### config.mk
export PLATFORM = sky130hd
export DESIGN_NAME = prog_countdown_timer
export DESIGN_NICKNAME = d
export VERILOG_FILES = /design/src/rtl/timer_pkg.sv /design/src/rtl/tick_prescaler.sv /design/src/rtl/prog_countdown_timer.sv
export SDC_FILE = /design/constraint.sdc
export NUM_CORES = 1
export LEC_CHECK = 0
export CAP_MARGIN = 20
export CELL_PAD_IN_SITES_DETAIL_PLACEMENT = 1
export CELL_PAD_IN_SITES_GLOBAL_PLACEMENT = 1
export CORE_MARGIN = 2
export CORE_UTILIZATION = 42
export CTS_BUF_LIST = sky130_fd_sc_hd__clkbuf_4 sky130_fd_sc_hd__clkbuf_8 sky130_fd_sc_hd__clkbuf_16
export CTS_CLUSTER_DIAMETER = 80
export DETAILED_ROUTE_END_ITERATION = 10
export PLACE_DENSITY = 0.78
export SKIP_LAST_GASP = 1
export SLEW_MARGIN = 5
export SYNTH_ARGS = -nofsm -noshare
export SYNTH_HDL_FRONTEND = slang
export SYNTH_SLANG_ARGS = --single-unit
### constraint.sdc
create_clock -name clock -period 2.3 [get_ports clock]
set_input_delay 0.575 -clock clock [delete_from_list [all_inputs] [get_ports clock]]
set_output_delay 0.575 -clock clock [all_outputs]
set_load 0.05 [all_outputs]
### src/rtl/timer_pkg.sv
// Shared types for the anti-theft countdown timer: FSM state encoding and
// the meaning of each programmable interval slot.
package timer_pkg;

    typedef enum logic [1:0] {
        IDLE   = 2'd0,
        RUN    = 2'd1,
        EXPIRE = 2'd2
    } state_t;

    localparam int SLOT_ARM       = 0;
    localparam int SLOT_DRIVER    = 1;
    localparam int SLOT_PASSENGER = 2;
    localparam int SLOT_ALARM     = 3;

endpackage

### src/rtl/tick_prescaler.sv
// Free-running 0..CLK_HZ-1 prescaler producing one-cycle 1 Hz and 2 Hz
// enables; clear restarts the count so a fresh countdown gets a full second.
module tick_prescaler #(
    parameter int CLK_HZ = 100_000_000
) (
    input  logic clock,
    input  logic reset,
    input  logic clear,
    output logic one_hz_enable,
    output logic two_hz_enable
);

    localparam int PW = (CLK_HZ > 2) ? $clog2(CLK_HZ) : 1;
    localparam logic [PW-1:0] LAST = PW'(CLK_HZ - 1);
    localparam logic [PW-1:0] HALF = PW'(CLK_HZ / 2 - 1);

    logic [PW-1:0] cnt_q, cnt_d;

    always_comb begin
        cnt_d = cnt_q + 1'b1;
        if (clear || cnt_q == LAST) begin
            cnt_d = '0;
        end
    end

    always_ff @(posedge clock or negedge reset) begin
        if (!reset) begin
            cnt_q <= '0;
        end else begin
            cnt_q <= cnt_d;
        end
    end

    // Gated by reset so that CLK_HZ=2 (HALF==0) stays quiet while held.
    assign one_hz_enable = reset && (cnt_q == LAST);
    assign two_hz_enable = reset && ((cnt_q == HALF) || (cnt_q == LAST));

endmodule

### src/rtl/prog_countdown_timer.sv
// Reprogrammable interval bank plus seconds countdown FSM sitting between the
// anti-theft controller and the display/siren logic.
module prog_countdown_timer
    import timer_pkg::*;
#(
    parameter int CLK_HZ  = 100_000_000,
    parameter int N_PARAM = 4,
    parameter int VAL_W   = 4,
    parameter int SEL_W   = (N_PARAM > 1) ? $clog2(N_PARAM) : 1,
    parameter logic [N_PARAM*VAL_W-1:0] DEFAULTS = {4'd10, 4'd15, 4'd8, 4'd6}
) (
    input  logic             clock,
    input  logic             reset,
    input  logic             reprogram,
    input  logic [SEL_W-1:0] prog_sel,
    input  logic [VAL_W-1:0] prog_value,
    input  logic [SEL_W-1:0] interval_sel,
    input  logic             start_timer,
    input  logic             cancel,
    output logic             expired,
    output logic             busy,
    output logic [VAL_W-1:0] counter,
    output logic             one_hz_enable,
    output logic             two_hz_enable
);

    state_t                          state_q, state_d;
    logic [VAL_W-1:0]                counter_q, counter_d;
    logic [N_PARAM-1:0][VAL_W-1:0]   bank_q, bank_d;
    logic [VAL_W-1:0]                load_val;

    tick_prescaler #(
        .CLK_HZ(CLK_HZ)
    ) u_tick (
        .clock        (clock),
        .reset        (reset),
        .clear        (start_timer),
        .one_hz_enable(one_hz_enable),
        .two_hz_enable(two_hz_enable)
    );

    // Start reads the registered bank, so a same-cycle write is not yet visible.
    always_comb begin
        load_val = '0;
        if (int'(interval_sel) < N_PARAM) begin
            load_val = bank_q[interval_sel];
        end
    end

    always_comb begin
        bank_d = bank_q;
        if (reprogram && int'(prog_sel) < N_PARAM) begin
            bank_d[prog_sel] = prog_value;
        end
    end

    always_comb begin
        state_d   = state_q;
        counter_d = counter_q;
        case (state_q)
            RUN: begin
                if (cancel) begin
                    state_d   = IDLE;
                    counter_d = '0;
                end else if (start_timer) begin
                    counter_d = load_val;
                    state_d   = (load_val == '0) ? EXPIRE : RUN;
                end else if (one_hz_enable) begin
                    if (counter_q <= VAL_W'(1)) begin
                        counter_d = '0;
                        state_d   = EXPIRE;
                    end else begin
                        counter_d = counter_q - 1'b1;
                    end
                end
            end
            default: begin
                // IDLE and EXPIRE both accept a new start; EXPIRE otherwise falls back to IDLE.
                state_d   = IDLE;
                counter_d = '0;
                if (start_timer && !cancel) begin
                    counter_d = load_val;
                    state_d   = (load_val == '0) ? EXPIRE : RUN;
                end
            end
        endcase
    end

    always_ff @(posedge clock or negedge reset) begin
        if (!reset) begin
            state_q   <= IDLE;
            counter_q <= '0;
            bank_q    <= DEFAULTS;
        end else begin
            state_q   <= state_d;
            counter_q <= counter_d;
            bank_q    <= bank_d;
        end
    end

    assign expired = (state_q == EXPIRE);
    assign busy    = (state_q == RUN);
    assign counter = counter_q;

endmodule

==> results.sh <==
export IMPL_status="finished with violations"
export IMPL_violations="negative setup slack"
export IMPL_dp_cells=391
export IMPL_start_util_pct=43.7
export IMPL_cts_tree="yes"
export IMPL_finalPower_mw=1.88
export IMPL_hp_class="input pin to asynchronous set/reset pin"
export IMPL_slew_headroom_pct=64.7
export IMPL_synthAdderAreaFrac_pct=1.34
export IMPL_crit_required_ps=1730
export IMPL_overflow=0
export IMPL_synth_simple_gate_area_share_pct=27.2
export IMPL_finish_utilization_pct=55.2
export IMPL_path_max_fanout=2
export IMPL_cp_start_kind="flop"
export IMPL_fin_cells=405
export IMPL_tightestPinTransition_ps=529
export IMPL_htreeDepth=2
export IMPL_synth_xor_area_share_pct=3.43
export IMPL_yosysWarningCount=0
export IMPL_ctsHoldBuffers=0
export IMPL_fin_skew_ps=9.71
export IMPL_grt_max_degree=36
export IMPL_antenna_found_initial=0
export IMPL_clock_sinks=49
export IMPL_syn_area_sq_um=2810
export IMPL_leakagePower_nw=1.46
export IMPL_drv_cap=0
export IMPL_timing_setup_tns_ps=-623
export IMPL_synth_cells=269
export IMPL_cp_arrival_ps=2050
export IMPL_final_common_cell="buf_4"
export IMPL_synth_nets=285
export IMPL_grt_pass1_wl_mm=13.6
export IMPL_critPathCaptureType="output pin"
export IMPL_period_share_pct=114
export IMPL_final_max_slew_viol_count=0
export IMPL_path_clk_slew_ps=100
export IMPL_dieWidth_microns=85.7
export IMPL_drcViolationCount=0
export IMPL_drt_iter0_markers=108
export IMPL_ir_drop_uv=362
export IMPL_die_h_microns=85.7
export IMPL_wl_per_cell_microns=20.7
export IMPL_fmax_mhz=381
export IMPL_io_pins=21
export IMPL_critPathKind="flop to output pin"
export IMPL_powerDensity_nw_per_um2=530
export IMPL_layout_common_cells="buf_4, dfrtp_1, nand2_1, nor2_1, mux2_2"
export IMPL_seq_area_frac_synth_pct=44.1
export IMPL_layout_drive_gt1_share_pct=32.0
export IMPL_hold_viol_final=0
export IMPL_coreArea_sq_um=6420
export IMPL_place_ws_ps=-67.7
export IMPL_r2r_slack_ps=160
export IMPL_grt_pass1_vias=2573
export IMPL_portBuffers=20
export IMPL_muxShareOfSynthArea_pct=10.2
export IMPL_synth_compound_area_share_pct=10.3
export IMPL_drt_first_pass_iters=6
export IMPL_dieArea_sq_um=7350
export IMPL_setup_ws_ps=-324
export IMPL_gp_congestion=0.795
export IMPL_yosysUniqueCellTypes=57
export IMPL_crit_path_top_delay_cell="or4b_4"
export IMPL_worst_path_buf_inv=1
export IMPL_cts_buffers=5
export IMPL_dr_total_vias=2484
export IMPL_cts_root_buf="clkbuf_8"
export IMPL_cp_depth=4
export IMPL_syn_area_per_cell_sq_um=10.4
export IMPL_cpPeakStageDelay_ps=540
export IMPL_wl_mm=8.37
export IMPL_rr_worst_depth=5
export IMPL_path_cells="or4b_4, or4_4, a21oi_4, buf_12"
export IMPL_antenna_left=0
export IMPL_clock_latency_ps=310
export IMPL_ys_ff_latch=49
export IMPL_num_nets_final=343
export IMPL_timing_rr_end="counter[2]"
export IMPL_synth_top_family_by_area="simple AND/OR/NAND/NOR gates"
export IMPL_setup_violations=2
export IMPL_via_per_inst=6.13
export IMPL_rows=29
export IMPL_hpwlAfterDp_mm=5.82
export IMPL_diodes=0
export IMPL_grt_usage_pct=23.8
export IMPL_timing_final_crit_period_ps=2620
export IMPL_rsz0062_at_grt="true"
export IMPL_syn_to_final_growth_pct=26.3
export IMPL_reg2reg_from="u_tick.cnt_q[17]"
export IMPL_crit_family="simple AND/OR/NAND/NOR gates"
export IMPL_clock_path_buffers=2
power breakdown:
part / internal [mW] / switching [mW]
registers: 0.952 / 0.0595
clock network: 0.222 / 0.324
logic: 0.159 / 0.162
how the worst max path moves through the flow:
stage,slack [ps],to,startpoint
after floorplan,-110,two_hz_enable,u_tick.cnt_q[12]
after global placement,-20,two_hz_enable,u_tick.cnt_q[25]
after detailed placement,-70,counter[1],start_timer
after CTS,-320,two_hz_enable,u_tick.cnt_q[17]
after global routing,-360,two_hz_enable,u_tick.cnt_q[17]
final,-320,two_hz_enable,u_tick.cnt_q[17]
routing by layer:
metal	up-vias	global-route usage [%]	share of wire, %
met3	10	3.18	2.7
met2	42	39.8	50
met4	0	4.76	1.3
met1	1298	33.2	46
li1	1134	-	-
met5	-	0	0
worst reg2reg max path: stages, from the launching register on:
cell	delay [ps]
dfrtp_1	390
or4b_4	540
buf_4	150
or3_4	390
nor4_1	430
o22ai_1	120
state kept, by name, summed over array words and instances (netlist names):
signal,count
u_tick.cnt_q,27
bank_q,16
counter,4
state_q,2
metrics by stage:
stage | cell area [sq um] | hold WS (ps)
5_1_grt | 3540 | 298
3_3_place_gp | 3350 | 442
6_report | 3540 | 279
2_1_floorplan | 2830 | 279
4_1_cts | 3480 | 295
3_5_place_dp | 3350 | 468
cells in the mapped netlist (all sizes together):
cell     number  area (sq um)
a2111o        1          11.3
a211oi        2          15.0
a21oi        16          80.1
and2          2          13.8
and3          6          38.8
and3b         1          8.76
and4          5          46.3
and4bb        1          12.5
buf           7          40.0
clkbuf        5          22.5
dfrtp        40          1000
dfstp         9           236
ha            3          37.5
inv           9          33.8
mux2         17           191
mux4          4          93.8
nand2        21          86.3
nand3        10          50.1
nand3b        2          15.0
nand4        13          87.6
nand4b        1          8.76
nor2         17          63.8
nor2b         3          18.8
nor3          4          20.0
nor3b         3          22.5
nor4          7          65.1
nor4b         2          17.5
nor4bb        1          10.0
o21ai         6          30.0
o22ai         2          12.5
o2bb2ai       2          23.8
o311ai        1          8.76
o31a          2          17.5
o31ai         9          81.3
o41ai         1          8.76
or3          10          68.8
or4          11          85.1
or4b          2          23.8
xnor2         6          52.6
xor2          5          43.8
cell families after synthesis:
logic type / Yosys count
flip-flops: 49
multiplexers: 21
AO/OA/AOI/OAI: 42
buffers and inverters: 21
AND/OR/NAND/NOR: 122
XOR/XNOR: 11
adder cells (fa/ha/maj): 3
final cells by class:
cell class	instances	area (sq um)
repair buffers	62	552
inverters	9	33.8
multi-input cells	200	1530
flip-flops and latches	49	1240
clock buffers	5	68.8
clock inverters	3	26.3
fillers	717	2880
well taps	77	96.3
repair_timing:
action | 4_1_cts | 5_1_grt
cloned | 1 | 0
pin swaps | 4 | 3
gates resized for setup | 2 | 6
setup buffers | 2 | 2
setup endpoints to repair | 7 | 28
Power figures use the tool's default switching activity.
